===== src/rtl/receptor_medida_dht11_pkg.sv =====
// rtl/receptor_medida_dht11_pkg.sv - shared state codes, frame size, baud divisor and checksum rule
package receptor_medida_dht11_pkg;

  typedef enum logic [2:0] {
    INICIAL  = 3'd0,
    PEDE     = 3'd1,
    ESPERA   = 3'd2,
    ARMAZENA = 3'd3,
    VERIFICA = 3'd4,
    PRONTO   = 3'd5,
    ERRO     = 3'd6
  } estado_t;

  typedef enum logic [1:0] {
    RX_OCIOSO,
    RX_INICIO,
    RX_DADOS,
    RX_PARADA
  } estado_rx_t;

  localparam int FRAME_BYTES           = 5;
  localparam int CICLOS_POR_BIT_PADRAO = 434;

  // DHT11 checksum: 8-bit wrap-around sum of the four data bytes
  function automatic logic checksum_ok(input logic [7:0] b0, input logic [7:0] b1,
                                       input logic [7:0] b2, input logic [7:0] b3,
                                       input logic [7:0] b4);
    logic [7:0] soma;
    soma = b0 + b1 + b2 + b3;
    return soma == b4;
  endfunction

endpackage


===== src/rtl/rx_serial_8n1.sv =====
// rtl/rx_serial_8n1.sv - 8N1 serial receiver with mid-bit sampling and stop-bit check
module rx_serial_8n1
  import receptor_medida_dht11_pkg::*;
#(
  parameter int CICLOS_POR_BIT = CICLOS_POR_BIT_PADRAO
) (
  input  logic       clock,
  input  logic       reset,
  input  logic       rx_serial,
  output logic       byte_pronto,
  output logic [7:0] dado,
  output logic       erro_stop
);

  localparam int CW = $clog2(CICLOS_POR_BIT + 1);
  localparam logic [CW-1:0] MEIO = CW'(CICLOS_POR_BIT / 2 - 1);
  localparam logic [CW-1:0] FIM  = CW'(CICLOS_POR_BIT - 1);

  logic sync1, sync2, sync3;
  estado_rx_t estado, proximo;
  logic [CW-1:0] cnt, cnt_n;
  logic [2:0] bit_idx, bit_n;
  logic [7:0] desloc, desloc_n, dado_n;
  logic byte_pronto_n, erro_stop_n;

  always_ff @(posedge clock) begin
    if (reset) begin
      sync1       <= 1'b1;
      sync2       <= 1'b1;
      sync3       <= 1'b1;
      estado      <= RX_OCIOSO;
      cnt         <= '0;
      bit_idx     <= '0;
      desloc      <= '0;
      dado        <= '0;
      byte_pronto <= 1'b0;
      erro_stop   <= 1'b0;
    end else begin
      sync1       <= rx_serial;
      sync2       <= sync1;
      sync3       <= sync2;
      estado      <= proximo;
      cnt         <= cnt_n;
      bit_idx     <= bit_n;
      desloc      <= desloc_n;
      dado        <= dado_n;
      byte_pronto <= byte_pronto_n;
      erro_stop   <= erro_stop_n;
    end
  end

  always_comb begin
    proximo       = estado;
    cnt_n         = cnt + CW'(1);
    bit_n         = bit_idx;
    desloc_n      = desloc;
    dado_n        = dado;
    byte_pronto_n = 1'b0;
    erro_stop_n   = erro_stop;
    case (estado)
      RX_OCIOSO: begin
        cnt_n = '0;
        if (sync3 && !sync2) proximo = RX_INICIO;
      end
      RX_INICIO: begin
        // a start bit that is high again at mid-bit was a glitch
        if (cnt == MEIO) begin
          cnt_n   = '0;
          bit_n   = '0;
          proximo = sync2 ? RX_OCIOSO : RX_DADOS;
        end
      end
      RX_DADOS: begin
        if (cnt == FIM) begin
          cnt_n    = '0;
          desloc_n = {sync2, desloc[7:1]};
          bit_n    = bit_idx + 3'd1;
          if (bit_idx == 3'd7) proximo = RX_PARADA;
        end
      end
      RX_PARADA: begin
        if (cnt == FIM) begin
          cnt_n         = '0;
          proximo       = RX_OCIOSO;
          byte_pronto_n = 1'b1;
          dado_n        = desloc;
          erro_stop_n   = !sync2;
        end
      end
      default: proximo = RX_OCIOSO;
    endcase
  end

endmodule


===== src/rtl/receptor_medida_dht11.sv =====
// rtl/receptor_medida_dht11.sv - DHT11 measurement request, 5-byte frame capture, checksum and timeout
module receptor_medida_dht11
  import receptor_medida_dht11_pkg::*;
#(
  parameter int CICLOS_POR_BIT = CICLOS_POR_BIT_PADRAO,
  parameter int LARGURA_PULSO  = 50_000,
  parameter int TIMEOUT_CICLOS = 25_000_000
) (
  input  logic        clock,
  input  logic        reset,
  input  logic        medir,
  input  logic        rx_serial,
  output logic        medir_dht11_out,
  output logic        pronto,
  output logic        erro,
  output logic [15:0] temperatura,
  output logic [15:0] umidade,
  output logic [2:0]  db_estado
);

  localparam int PW = $clog2(LARGURA_PULSO + 1);
  localparam int TW = $clog2(TIMEOUT_CICLOS + 1);
  localparam logic [PW-1:0] PULSO_FIM   = PW'(LARGURA_PULSO - 1);
  localparam logic [TW-1:0] TIMEOUT_FIM = TW'(TIMEOUT_CICLOS - 1);
  localparam logic [2:0]    ULTIMO_IDX  = 3'(FRAME_BYTES - 1);

  estado_t estado, proximo;
  logic [PW-1:0] cnt_pulso;
  logic [TW-1:0] cnt_timeout;
  logic [2:0]    idx;
  logic [7:0]    sombra [FRAME_BYTES];
  logic [7:0]    byte_reg;
  logic          pendente, pendente_erro;
  logic          byte_pronto, erro_stop;
  logic [7:0]    dado;
  logic          quadro_ok;

  rx_serial_8n1 #(
    .CICLOS_POR_BIT(CICLOS_POR_BIT)
  ) u_rx (
    .clock      (clock),
    .reset      (reset),
    .rx_serial  (rx_serial),
    .byte_pronto(byte_pronto),
    .dado       (dado),
    .erro_stop  (erro_stop)
  );

  assign quadro_ok = checksum_ok(sombra[0], sombra[1], sombra[2], sombra[3], sombra[4]);
  assign db_estado = estado;

  always_ff @(posedge clock) begin
    if (reset) begin
      estado        <= INICIAL;
      cnt_pulso     <= '0;
      cnt_timeout   <= '0;
      idx           <= '0;
      byte_reg      <= '0;
      pendente      <= 1'b0;
      pendente_erro <= 1'b0;
      temperatura   <= '0;
      umidade       <= '0;
      for (int i = 0; i < FRAME_BYTES; i++) sombra[i] <= '0;
    end else begin
      estado      <= proximo;
      cnt_pulso   <= (estado == PEDE)   ? cnt_pulso + PW'(1)   : '0;
      cnt_timeout <= (estado == ESPERA) ? cnt_timeout + TW'(1) : '0;
      if ((estado == PEDE || estado == ESPERA) && byte_pronto) byte_reg <= dado;
      // a byte finishing during the request pulse is held until ESPERA consumes it
      if (estado == PEDE) begin
        if (byte_pronto) begin
          pendente      <= 1'b1;
          pendente_erro <= erro_stop;
        end
      end else begin
        pendente      <= 1'b0;
        pendente_erro <= 1'b0;
      end
      if (estado == INICIAL) idx <= '0;
      if (estado == ARMAZENA) begin
        sombra[idx] <= byte_reg;
        if (idx != ULTIMO_IDX) idx <= idx + 3'd1;
      end
      if (estado == VERIFICA && quadro_ok) begin
        umidade     <= {sombra[0], sombra[1]};
        temperatura <= {sombra[2], sombra[3]};
      end
    end
  end

  always_comb begin
    proximo         = estado;
    medir_dht11_out = 1'b0;
    pronto          = 1'b0;
    erro            = 1'b0;
    case (estado)
      INICIAL:  if (medir) proximo = PEDE;
      PEDE: begin
        medir_dht11_out = 1'b1;
        if (cnt_pulso == PULSO_FIM) proximo = ESPERA;
      end
      ESPERA: begin
        // an arriving byte takes precedence over an expiring timeout
        if (byte_pronto)                   proximo = erro_stop ? ERRO : ARMAZENA;
        else if (pendente)                 proximo = pendente_erro ? ERRO : ARMAZENA;
        else if (cnt_timeout == TIMEOUT_FIM) proximo = ERRO;
      end
      ARMAZENA: proximo = (idx == ULTIMO_IDX) ? VERIFICA : ESPERA;
      VERIFICA: proximo = quadro_ok ? PRONTO : ERRO;
      PRONTO: begin
        pronto  = 1'b1;
        proximo = INICIAL;
      end
      ERRO: begin
        pronto  = 1'b1;
        erro    = 1'b1;
        proximo = INICIAL;
      end
      default: proximo = INICIAL;
    endcase
  end

endmodule


===== config.mk =====
export PLATFORM = sky130hd
export DESIGN_NAME = receptor_medida_dht11
export DESIGN_NICKNAME = d
export VERILOG_FILES = /design/src/rtl/receptor_medida_dht11_pkg.sv /design/src/rtl/rx_serial_8n1.sv /design/src/rtl/receptor_medida_dht11.sv
export SDC_FILE = /design/constraint.sdc
export NUM_CORES = 1
export LEC_CHECK = 0
export CORE_MARGIN = 5
export CORE_UTILIZATION = 60
export CTS_BUF_LIST = sky130_fd_sc_hd__clkbuf_4
export CTS_CLUSTER_SIZE = 24
export DETAILED_ROUTE_END_ITERATION = 7
export PLACE_DENSITY = 0.77
export SLEW_MARGIN = 25
export SYNTH_ARGS = -nofsm -noshare
export SYNTH_HDL_FRONTEND = slang
export SYNTH_SLANG_ARGS = --single-unit

===== constraint.sdc =====
create_clock -name clock -period 9.8 [get_ports clock]
set_clock_uncertainty 0.2 [all_clocks]
set_input_delay 0.98 -clock clock [delete_from_list [all_inputs] [get_ports clock]]
set_output_delay 0.98 -clock clock [all_outputs]
set_load 0.05 [all_outputs]

==> impl_metrics.ini <==
[grt]
grt_max_degree = 113
grt_pass1_wl_um = 23500
grt_overflow = 0
antenna_found_initial = 0
grt_pass1_vias = 5051
grtUsageTotal_pct = 20.2

[flow_run]
max_cap_viol_count = 0

[setup_path]
path_cells = fa_1, inv_1, fa_1, inv_1, ha_1, fa_1, xor2_1, a2111oi_2, o2111ai_1, nor4_4, buf_4, mux2i_1
cp.required_ps = 10100
slowest_stage = nor4_4
r2r_start = sombra[3][1]
r2r-end = umidade[4]
cp-start-kind = flop
crit_fanout = 24
max_stage_delay_ps = 710
crit_type = flop to flop
cpMostUsedCell = fa_1
r2r_cells = 12
cp-end-kind = flop
ff2ff_setup_slack_ps = 5090
cp.arrival_ps = 5010

[worst_hold_path]
hp-start = u_rx.sync1
whs_endpoint = u_rx.sync2
min_path_cells = 1
holdCritPathClass = flop to flop

[clocking]
htreeDepth = 4
cts_resized = 0
postCtsSetupBuffers = 0
cts_tree = built
clockBufferDepth = 2
clk_latency_ps = 570
cts_root_buffer = clkbuf_4
clkTransAtPathRegs_ps = 140
clock-sinks = 164
postCtsHoldBufs = 0
cts_buffers = 17

[final_layout]
final_cell_mix = 124 x dfxtp_1, 80 x nor2_1, 67 x nand2b_1
diodes = 0
syn2layout_area_growth_pct = 9.91
fin_cells = 971
reg_top3 = sombra (40), cnt_timeout (25)
fin_nets = 820
largest_reg_flops = 40
final_common_cell = dfxtp_1
fill_cells = 1008
multi_input_area_um2 = 3590
drive_above_1_share_pct = 5.76
seq_area_um2 = 3680
top_register = sombra

[die]
core-area_um2 = 12500
initial_core_util_pct = 60.4
dieArea_um2 = 14900
die_w_um = 122
die_h_um = 122
rows = 41
pin_count = 42

[timing]
setup_viol = 0
tightest_slew_ps = 936
relSlewSlack_pct = 37.6
drv_slew = 0
finalSetupTns_ps = 0
post-route-period-util_pct = 48.1
hold_viol = 0
max_freq_ghz = 0.212
post-route-min-period_ps = 4710
grt_setup_unrepaired = false

[logic_synthesis]
yosysSeqAreaShare_pct = 48.9
syn_area_um2 = 7530
synth_cell_types = 50
avgSynthCellArea_um2 = 9.93
synth_ff_type = dfxtp_1
yosys_register_bits = 164
synthAdderAreaFrac_pct = 6.38
synth_edf_count = 40
synth.net_count = 792
synth_mux_area_share_pct = 5.58
synth-xor-area-share_pct = 6.75
postSynthCellCount = 758
ys_async_sr_fraction_pct = 0
yosys_warnings = 0
synth_compound_area_share_pct = 4.97
synth-simple-area-share_pct = 24.0
synth_top_family_by_area = simple AND/OR/NAND/NOR gates

[drt]
dr.pass1.iters = 5
ant_nets = 0
wl_um = 14300
wl_per_cell_um = 14.8
avgViaCountPerCell = 5.36
drt_iter0_markers = 281
drc = 0
vias = 5204

[power_and_ir_drop]
switching_share_pct = 29.6
power.net_switching_mw = 0.376
ir_drop_v = 0.000163
power.leakage_nw = 2.96
pwr-share-clk_pct = 28.7
seqPwrFrac_pct = 57.2
p_int_mw = 0.896
p_per_area_nw_per_um2 = 154
pwr-share-comb_pct = 14.0

[run_status]
status = complete, no violations

[placement]
dp_hpwl_um = 10200
port_buffers = 41
gp_congestion = 0.887
place_inst = 939
-- layout make-up --
class,count,area share (%)
timing repair buffer,44,5.17
multi-input combinational,532,43.4
clock inverter,15,1.59
inverter,27,1.22
tap,172,2.60
clock buffer,17,1.54
sequential,164,44.5
-- per-layer routing --
layer	vias up	wire length [um]	track usage (%)	share of wire, %
met5	-	0	0	0
met2	130	6730	32.8	47
met3	27	630	4.83	4.4
li1	2606	-	-	-
met1	2441	6650	25.7	46
met4	0	310	8.68	2.2
-- worst max-delay path: cells and delay by family (launching register included) --
kind	cells	cell delay [ps]
AND/OR/NAND/NOR	1	710
AO/OA/AOI/OAI	2	540
multiplexers	1	230
buffers and inverters	3	600
adder cells (fa/ha/maj)	4	1720
XOR/XNOR	1	190
flip-flops	1	450
-- power groups by stage --
stage	clock (mW)	combinational, mW	sequential, mW
3_3_place_gp	0	0.172	0.743
4_1_cts	0.376	0.178	0.728
5_1_grt	0.406	0.196	0.731
3_5_place_dp	0	0.176	0.743
2_1_floorplan	0	0.132	0.742
6_report	0.366	0.179	0.728
-- synth_stat cells (16+ instances only) --
cell type  count  area [um^2]
a21oi_1       31          155
nand2b_1      67          419
xor2_1        34          298
nand2_1       46          173
inv_1         27          101
xnor2_1       24          210
mux2i_1       42          420
dfxtp_1      124         2480
nor2_1        80          300
ha_1          16          200
edfxtp_1      40         1200
and2_1        37          231
nand3_1       37          185
clkbuf_1      29          109
and3_1        24          150
-- through the flow --
| stage | util [%] | setup WS [ps] | total power [mW] | hold slack [ps] | instance area (um^2) |
|---|---|---|---|---|---|
| floorplan | - | 5920 | 0.874 | 189 | 7530 |
| global placement | 64.3 | 5230 | 0.915 | 203 | 8020 |
| detailed placement | 64.3 | 5110 | 0.919 | 197 | 8020 |
| CTS | 66.4 | 5080 | 1.28 | 229 | 8270 |
| global route | 66.4 | 4850 | 1.33 | 245 | 8270 |
| finish | 66.4 | 5090 | 1.27 | 221 | 8270 |
-- cells by family after synthesis --
group	Yosys count
AO/OA/AOI/OAI	63
XOR/XNOR	58
adder cells (fa/ha/maj)	30
buffers and inverters	62
flip-flops	164
multiplexers	42
AND/OR/NAND/NOR	339
-- worst max-delay path by stage --
stage                       startpoint             end  slack [ps]  depth (start not counted)
final                     sombra[3][1]      umidade[4]        5090                         12
after global routing      sombra[3][1]      umidade[2]        4850                         12
after CTS                 sombra[3][1]      umidade[7]        5080                         12
after detailed placement  sombra[3][1]      umidade[3]        5110                         12
after global placement    sombra[3][1]  temperatura[2]        5230                         12
after floorplan           sombra[3][1]  temperatura[0]        5920                         12
(Power assumes the default switching activity.)
